===== src/rtl/sim_run_controller_if.sv =====
// sim_run_controller_if: trace read stream (rd_valid/rd_ready/rd_data); master = controller, slave = consumer
interface sim_run_controller_if #(
  parameter int PC_W   = 32,
  parameter int DATA_W = 32
);
  logic                       rd_valid;
  logic                       rd_ready;
  logic [PC_W+2*DATA_W:0]     rd_data;
  modport master (output rd_valid, output rd_data, input rd_ready);
  modport slave  (input rd_valid, input rd_data, output rd_ready);
endinterface


===== src/rtl/sim_run_controller.sv =====
// sim_run_controller: holds CPU in reset, runs it under a cycle budget / PC-stall watchdog, traces {pc,instruction,alu_result,zero} into a FIFO; ports clk, reset, cpu_reset, pc, instruction, alu_result, zero, rd (trace stream), cycle_count, done, halt_reason, overflow
module sim_run_controller #(
  parameter int PC_W         = 32,
  parameter int DATA_W       = 32,
  parameter int RESET_CYCLES = 2,
  parameter int MAX_CYCLES   = 25,
  parameter int HALT_REPEAT  = 3,
  parameter int DEPTH        = 16
) (
  input  logic                  clk,
  input  logic                  reset,
  output logic                  cpu_reset,
  input  logic [PC_W-1:0]       pc,
  input  logic [DATA_W-1:0]     instruction,
  input  logic [DATA_W-1:0]     alu_result,
  input  logic                  zero,
  sim_run_controller_if.master  rd,
  output logic [31:0]           cycle_count,
  output logic                  done,
  output logic [1:0]            halt_reason,
  output logic                  overflow
);
  localparam int AW = $clog2(DEPTH);
  localparam int EW = PC_W + 2*DATA_W + 1;
  typedef enum logic [1:0] {HOLD, RUN, DONE} state_t;
  state_t state, state_nx;
  logic [31:0] hcnt, hcnt_nx, rep, rep_nx, cnt_nx;
  logic [1:0] reason_nx;
  logic [PC_W-1:0] pc_q;
  logic run, hold, stall, budget;
  logic [EW-1:0] mem [DEPTH];
  logic [AW-1:0] wp, rp;
  logic [AW:0] occ;
  logic pop, full, wr;
  assign run = state == RUN;
  assign hold = state == HOLD;
  assign cpu_reset = !run;
  assign done = state == DONE;
  always_comb begin
    hcnt_nx = hold ? hcnt + 32'd1 : hcnt;
    cnt_nx = run && cycle_count != '1 ? cycle_count + 32'd1 : cycle_count;
    // rep==0 marks the first RUN cycle, which has no previous pc to compare against
    rep_nx = run ? (rep != 0 && pc == pc_q ? rep + 32'd1 : 32'd1) : rep;
    stall = run && rep_nx == 32'(HALT_REPEAT);
    budget = run && cnt_nx == 32'(MAX_CYCLES);
    state_nx = hold && hcnt == 32'(RESET_CYCLES - 1) ? RUN : (stall || budget) ? DONE : state;
    reason_nx = stall ? 2'b10 : budget ? 2'b01 : halt_reason;
  end
  always_ff @(posedge clk or posedge reset) begin
    if (reset) begin
      state <= HOLD;
      hcnt <= '0;
      rep <= '0;
      pc_q <= '0;
      cycle_count <= '0;
      halt_reason <= '0;
    end else begin
      state <= state_nx;
      hcnt <= hcnt_nx;
      rep <= rep_nx;
      pc_q <= run ? pc : pc_q;
      cycle_count <= cnt_nx;
      halt_reason <= reason_nx;
    end
  end
  assign pop = rd.rd_valid && rd.rd_ready;
  assign full = occ == (AW+1)'(DEPTH);
  // a pop frees the slot this same cycle, so a full FIFO still accepts the push
  assign wr = run && (!full || pop);
  assign rd.rd_valid = occ != '0;
  assign rd.rd_data = rd.rd_valid ? mem[rp] : '0;
  always_ff @(posedge clk) begin
    if (wr) mem[wp] <= {pc, instruction, alu_result, zero};
  end
  always_ff @(posedge clk or posedge reset) begin
    if (reset) begin
      wp <= '0;
      rp <= '0;
      occ <= '0;
      overflow <= 1'b0;
    end else begin
      wp <= wr ? wp + 1'b1 : wp;
      rp <= pop ? rp + 1'b1 : rp;
      occ <= occ + {{AW{1'b0}}, wr} - {{AW{1'b0}}, pop};
      overflow <= overflow || (run && full && !pop);
    end
  end
endmodule


===== src/flat_wrapper.sv =====
// flat-port wrapper written by rule: the top's interface ports become plain ports
module sim_run_controller_flat 
#(
  parameter int PC_W         = 32,
  parameter int DATA_W       = 32,
  parameter int RESET_CYCLES = 2,
  parameter int MAX_CYCLES   = 25,
  parameter int HALT_REPEAT  = 3,
  parameter int DEPTH        = 16
)
  (clk, reset, cpu_reset, pc, instruction, alu_result, zero, cycle_count, done, halt_reason, overflow, rd_rd_valid, rd_rd_data, rd_rd_ready);
  sim_run_controller_if #(.PC_W(PC_W), .DATA_W(DATA_W)) rd_i ();
  input  logic clk;
  input  logic reset;
  output logic cpu_reset;
  input  logic [PC_W-1:0] pc;
  input  logic [DATA_W-1:0] instruction;
  input  logic [DATA_W-1:0] alu_result;
  input  logic zero;
  output logic [31:0] cycle_count;
  output logic done;
  output logic [1:0] halt_reason;
  output logic overflow;
  output wire logic [$bits(rd_i.rd_valid)-1:0] rd_rd_valid;
  output wire logic [$bits(rd_i.rd_data)-1:0] rd_rd_data;
  input wire logic [$bits(rd_i.rd_ready)-1:0] rd_rd_ready;
  assign rd_rd_valid = rd_i.rd_valid;
  assign rd_rd_data = rd_i.rd_data;
  assign rd_i.rd_ready = rd_rd_ready;
  sim_run_controller #(.PC_W(PC_W), .DATA_W(DATA_W), .RESET_CYCLES(RESET_CYCLES), .MAX_CYCLES(MAX_CYCLES), .HALT_REPEAT(HALT_REPEAT), .DEPTH(DEPTH)) u_core (.clk(clk), .reset(reset), .cpu_reset(cpu_reset), .pc(pc), .instruction(instruction), .alu_result(alu_result), .zero(zero), .rd(rd_i), .cycle_count(cycle_count), .done(done), .halt_reason(halt_reason), .overflow(overflow));
endmodule

===== config.mk =====
export PLATFORM = sky130hd
export DESIGN_NAME = sim_run_controller_flat
export DESIGN_NICKNAME = d
export VERILOG_FILES = /design/src/rtl/sim_run_controller_if.sv /design/src/rtl/sim_run_controller.sv /design/src/flat_wrapper.sv
export SDC_FILE = /design/constraint.sdc
export NUM_CORES = 2
export LEC_CHECK = 0
export CORE_ASPECT_RATIO = 1.1
export CORE_UTILIZATION = 25
export CTS_CLUSTER_DIAMETER = 200
export CTS_CLUSTER_SIZE = 14
export DETAILED_ROUTE_END_ITERATION = 8
export MAX_ROUTING_LAYER = met4
export SLEW_MARGIN = 10
export SYNTH_ARGS = -nofsm -noshare
export SYNTH_HDL_FRONTEND = slang
export SYNTH_SLANG_ARGS = --single-unit

===== constraint.sdc =====
create_clock -name clk -period 18.68 [get_ports clk]
set_input_delay 3.736 -clock clk [delete_from_list [all_inputs] [get_ports clk]]
set_output_delay 3.736 -clock clk [all_outputs]
set_load 0.005 [all_outputs]

=== Yosys cells after proc, flatten, opt, wreduce, memory -nomap -nowiden ===
Memory sizes are Yosys's and may differ from the RTL's.
Index checks and enable logic that the tools add are counted.

* Register bits: 146
* RAM bits: 1552
* Input port bits: 100
* Memories kept: 1

* $add $sub $neg: 7
* Eq/ne operators: 8
* Muxes and demuxes: 10
* Reduce and logical (&&, ||, !) cells: 20

{| class="wikitable"
|+ Memory list
! memory !! depth !! bits a word !! read ports !! clocked after memory_dff !! write ports !! RTL line !! source
|-
| u_core.mem || 16 || 97 || 1 || 0 || 1 || sim_run_controller.sv:31 || <nowiki>logic [EW-1:0] mem [DEPTH];</nowiki>
|}

{| class="wikitable"
|+ Operators by type and width
! kind !! number
|-
| $mux 97 || 1
|-
| $add 32x1->32 const B || 3
|-
| $mux 32 || 3
|-
| $eq 32x1->1 const B || 1
|-
| $eq 32x2->1 const B || 1
|-
| $eq 32x32->1 || 1
|-
| $eq 32x5->1 const B || 1
|-
| $ne 32x32->1 const B || 1
|-
| $reduce_bool 32->1 || 1
|-
| $logic_and 1x1->1 || 9
|-
| $add 4x1->4 const B || 2
|-
| $mux 2 || 4
|-
| $add 5x1->5 || 1
|-
| $eq 5x5->1 const B || 1
|-
| $reduce_bool 5->1 || 1
|-
| $sub 5x1->5 || 1
|-
| $reduce_bool 2->1 || 2
|-
| $logic_not 1->1 || 3
|-
| $logic_or 1x1->1 || 3
|-
| $eq 2x1->1 const B || 1
|-
| $eq 2x2->1 const B || 1
|-
| $logic_not 2->1 || 1
|-
| $mux 1 || 2
|}

=== Logic depth before layout (Yosys ltp) ===
* Depth after elaboration: 9
* Gate-level depth with buffers: 17
* Gate-level depth less buffers: 15

=== Worst setup path after synthesis ===
Ideal clock, no wire load.

* Kind: in2reg
* Start: input rd_rd_ready
* End: memory u_core.mem[3][0] in the netlist's numbering (enable)
* Library setup time: 671 ps
* Arrival: 10919 ps
* Required time: 18009 ps
* Slack: 7089 ps
* Cell stages on the path: 4
* Cell sequence: nor3b_1 -> nor2_1 -> nand2_1 -> nor3_1

* Longest elaborated chain between the ends: 5

{| class="wikitable"
|+ Ends and longest elaborated chain
! element !! RTL line !! source
|-
| from (decl) || flat_wrapper.sv:26 || <nowiki>input wire logic [$bits(rd_i.rd_ready)-1:0] rd_rd_ready;</nowiki>
|-
| $logic_and 1x1->1 || sim_run_controller.sv:66 || <nowiki>assign pop = rd.rd_valid && rd.rd_ready;</nowiki>
|-
| $logic_or 1x1->1 || sim_run_controller.sv:69 || <nowiki>assign wr = run && (!full || pop);</nowiki>
|-
| $logic_and 1x1->1 || sim_run_controller.sv:69 ||
|-
| via u_core.wr || sim_run_controller.sv:34 || <nowiki>logic pop, full, wr;</nowiki>
|-
| $mux 1 || sim_run_controller.sv:73 || <nowiki>if (wr) mem[wp] <= {pc, instruction, alu_result, zero};</nowiki>
|-
| $mux 1 (implied by the code) || sim_run_controller.sv:73 ||
|-
| to (decl) || sim_run_controller.sv:31 ||
|}

The timed path passes the listed nets, and every way through them passes these cells.

=== Final worst setup path ===
* Start: register u_core.rp[1]
* End: output rd_rd_data[23]

* Longest elaborated chain between the ends: 2

{| class="wikitable"
|+ Ends and longest elaborated chain
! element !! RTL line !! source
|-
| from (decl) || sim_run_controller.sv:32 || <nowiki>logic [AW-1:0] wp, rp;</nowiki>
|-
| from (signal assigned) || sim_run_controller.sv:83 || <nowiki>rp <= pop ? rp + 1'b1 : rp;</nowiki>
|-
| $mem_v2 16x97 || -- ||
|-
| $mux 97 || sim_run_controller.sv:71 || <nowiki>assign rd.rd_data = rd.rd_valid ? mem[rp] : '0;</nowiki>
|-
| to (decl) || flat_wrapper.sv:25 || <nowiki>output wire logic [$bits(rd_i.rd_data)-1:0] rd_rd_data;</nowiki>
|}

Every way passes these cells.

==> metrics.txt <==
Ports=235; DIE AREA=270000 µm²; fin crit period=9.25 ns; final cycle utilization of the critical path=49.5%; Seq/Total Area, Yosys=75.1%; Slew Limit Fails=0; Hold WC Path Type=reg2reg; Synth area leader=edfxtp_1; slew margin rel.=18.5%; vias in the first global route=33.3k; Sink Count=1698; Initial Utilization=25.2%; DP Cell Count=6823; cts hold-fix bufs=0; Via density=4.56; # DRC=0; crit path launch type=register; global-route wire length before repair=245000 µm; critical path required time=14.94 ns; reg2reg start=u_core.occ[3]; P per Cell Area=127 nW/µm²; Reg power frac=43.4%; CP arrival=5.51 ns; post-synthesis register bit count=1698; std cell rows=198; logic gate share of total power=28.5%; Synth top area share=69.6%; share of post-route cells with drive strength above 1=21.6%; setup TNS=0 ns; Clk Latency, worst-skew pair=0.82 ns; Synth top cells by count=1552 x edfxtp_1, 485 x mux4_2, 160 x nand2_1, 146 x dfrtp_1, 126 x clkbuf_1; Mapped Cells=3181; endpoints failing hold=0; setup bufs post-CTS=0; clk slew on worst S/H paths=0.07 ns; most numerous cell in the Yosys netlist=edfxtp_1; Num CTS Buffers=148; PortBufs=234; Net Count, Synth=3298; grt total ovfl=0; GRT Util Overall=13.0%; critical path endpoint category=output port; Die Span Y=545 µm; Post-Syn Area per Cell=21.0 µm²; Leak=24.0 nW; CTS Buffer Depth=4; P_sw=2.68 mW; clock root cell=clkbuf_16; Starting DRT DRC Count=2608; Layout Skew=0.0837 ns; MaxCap Viol Count=0; final setup vio count=0; post-route ant nets=0; Routed WL=172000 µm; Crit. Startpoint=u_core.rp[1]; unrepaired setup endpoints after global routing=false; die width=495 µm; Fillers=25.7k; initial antenna violation count=34; TritonCTS clock tree=built; Least-Margin Pin Slew=1.22 ns; switching share of total power=27.1%; Synth cell types=63; # H-tree levels=4; dpl hpwl=91700 µm; Synth Warn #=0; Reg area=50300 µm²; area of the multi-input gates=16100 µm²; fin cells=7038; Post-Syn Area=66900 µm²; Routed WL per cell=24.4 µm; asr flop ratio synth=8.60%; Layout area overhead=16.3%; Internal Pwr Total=7.22 mW; Placer Congestion=0.802; Setup Crit Path Kind=reg2out; Max Clk Rate=0.108 GHz; nets@finish=3590; fin util=29.3%; vias=32.1k; CTS resizes=0; CP max FO=74; status=finished, final reports clean; Peak supply drop=0.000120 V; hold_sp=u_core.hcnt[31]; Post-synth top flop=edfxtp_1; DR pass1 iterations=5; core region area=265000 µm²; post-place instance area=73800 µm²; largest net degree at the start of global routing=120; Post-synth EDFFs=1552; largest cells by area after synthesis=edfxtp_1 70%, mux4_2 16%, dfrtp_1 5.5%, xnor2_1 1.3%, and2_1 0.99%; Clk pwr share=28.1%; Final Instance Area=77800 µm²
registers in the layout, indices dropped and copies added (netlist names):
register            cells
u_core.hcnt            32
u_core.overflow         1
u_core.pc_q            32
u_core.rp               4
u_core.mem           1552
u_core.state            2
u_core.wp               4
u_core.cycle_count     32
u_core.halt_reason      2
u_core.occ              5
u_core.rep             32
path summary, 6_finish.rpt:
kind	cells after the start	slack [ns]	to
max	6	9.43	rd_rd_data[23]
min	1	0.49	u_core.hcnt[31]
max reg2reg	16	14.41	u_core.occ[4]
min reg2reg	1	0.49	u_core.hcnt[31]
max in group asynchronous	3	13.65	u_core.rp[3]
min in group asynchronous	2	3.47	u_core.cycle_count[26]
worst max-delay path: stages (launching register included):
cell	delay, ns
dfrtp_4	1.16
buf_4	0.83
buf_4	0.95
mux4_2	0.42
mux4_2	0.53
and2_1	0.19
clkdlybuf4s50_1	0.45
cells by family after synthesis:
kind of cell / synth area share, %
AOI/OAI and AO/OA: 0.759
xor gates and xnor gates: 1.74
adders and majority gates: 0.329
buffers and inverters: 1.10
DFF: 75.1
muxes: 16.4
and+or+nand+nor: 4.57
layer usage:
layer	wire length, µm	GRT usage (%)	part of all wire (%)	vias up
met2	87200	21.7	51	843
met4	2890	2.84	1.7	0
met5	0	-	0	-
li1	-	-	-	13600
met3	9270	2.49	5.4	204
met1	72300	16.2	42	17500
per-stage QoR:
step | worst slack (ns) | power, mW | hold WS [ns]
finish | 9.43 | 9.90 | 0.487
global route | 9.13 | 10.3 | 0.518
CTS | 9.24 | 10.1 | 0.501
detailed placement | 10.14 | 7.30 | 0.481
global placement | 10.17 | 7.30 | 0.471
floorplan | 7.09 | 6.07 | 0.446
layout by cell type, fill, tap and decap left out, types with 11 or more instances in the layout:
cell	instances
nand3_1	55
xor2_1	30
and4_1	11
clkbuf_16	150
nand4_1	45
nor3_1	16
mux4_2	485
clkbuf_1	35
dfrtp_1	142
buf_4	64
inv_1	26
and2_1	106
nor2_4	13
ha_1	16
nand2_1	160
nor4_1	26
diode_2	22
clkdlybuf4s50_1	234
edfxtp_1	1552
and3_1	16
nor2_1	70
xnor2_1	103
o21ai_0	17
power groups by stage:
stage | Clock [mW] | Combinational, mW | Sequential [mW]
after CTS | 2.88 | 2.92 | 4.30
after floorplan | 0 | 1.82 | 4.26
after detailed placement | 0 | 2.91 | 4.38
final | 2.79 | 2.82 | 4.29
after global routing | 3.00 | 3.04 | 4.30
after global placement | 0 | 2.92 | 4.38
final cells by class:
cell class              instances  area share, %
repair buffers                305           3.81
well taps                    3500           5.63
clock inverters                 8          0.140
flip-flops and latches       1698           64.6
inverters                      28          0.141
clock buffers                 185           4.99
multi-input cells            1292           20.6
diodes                         22         0.0707
(Power assumes the default switching activity.)
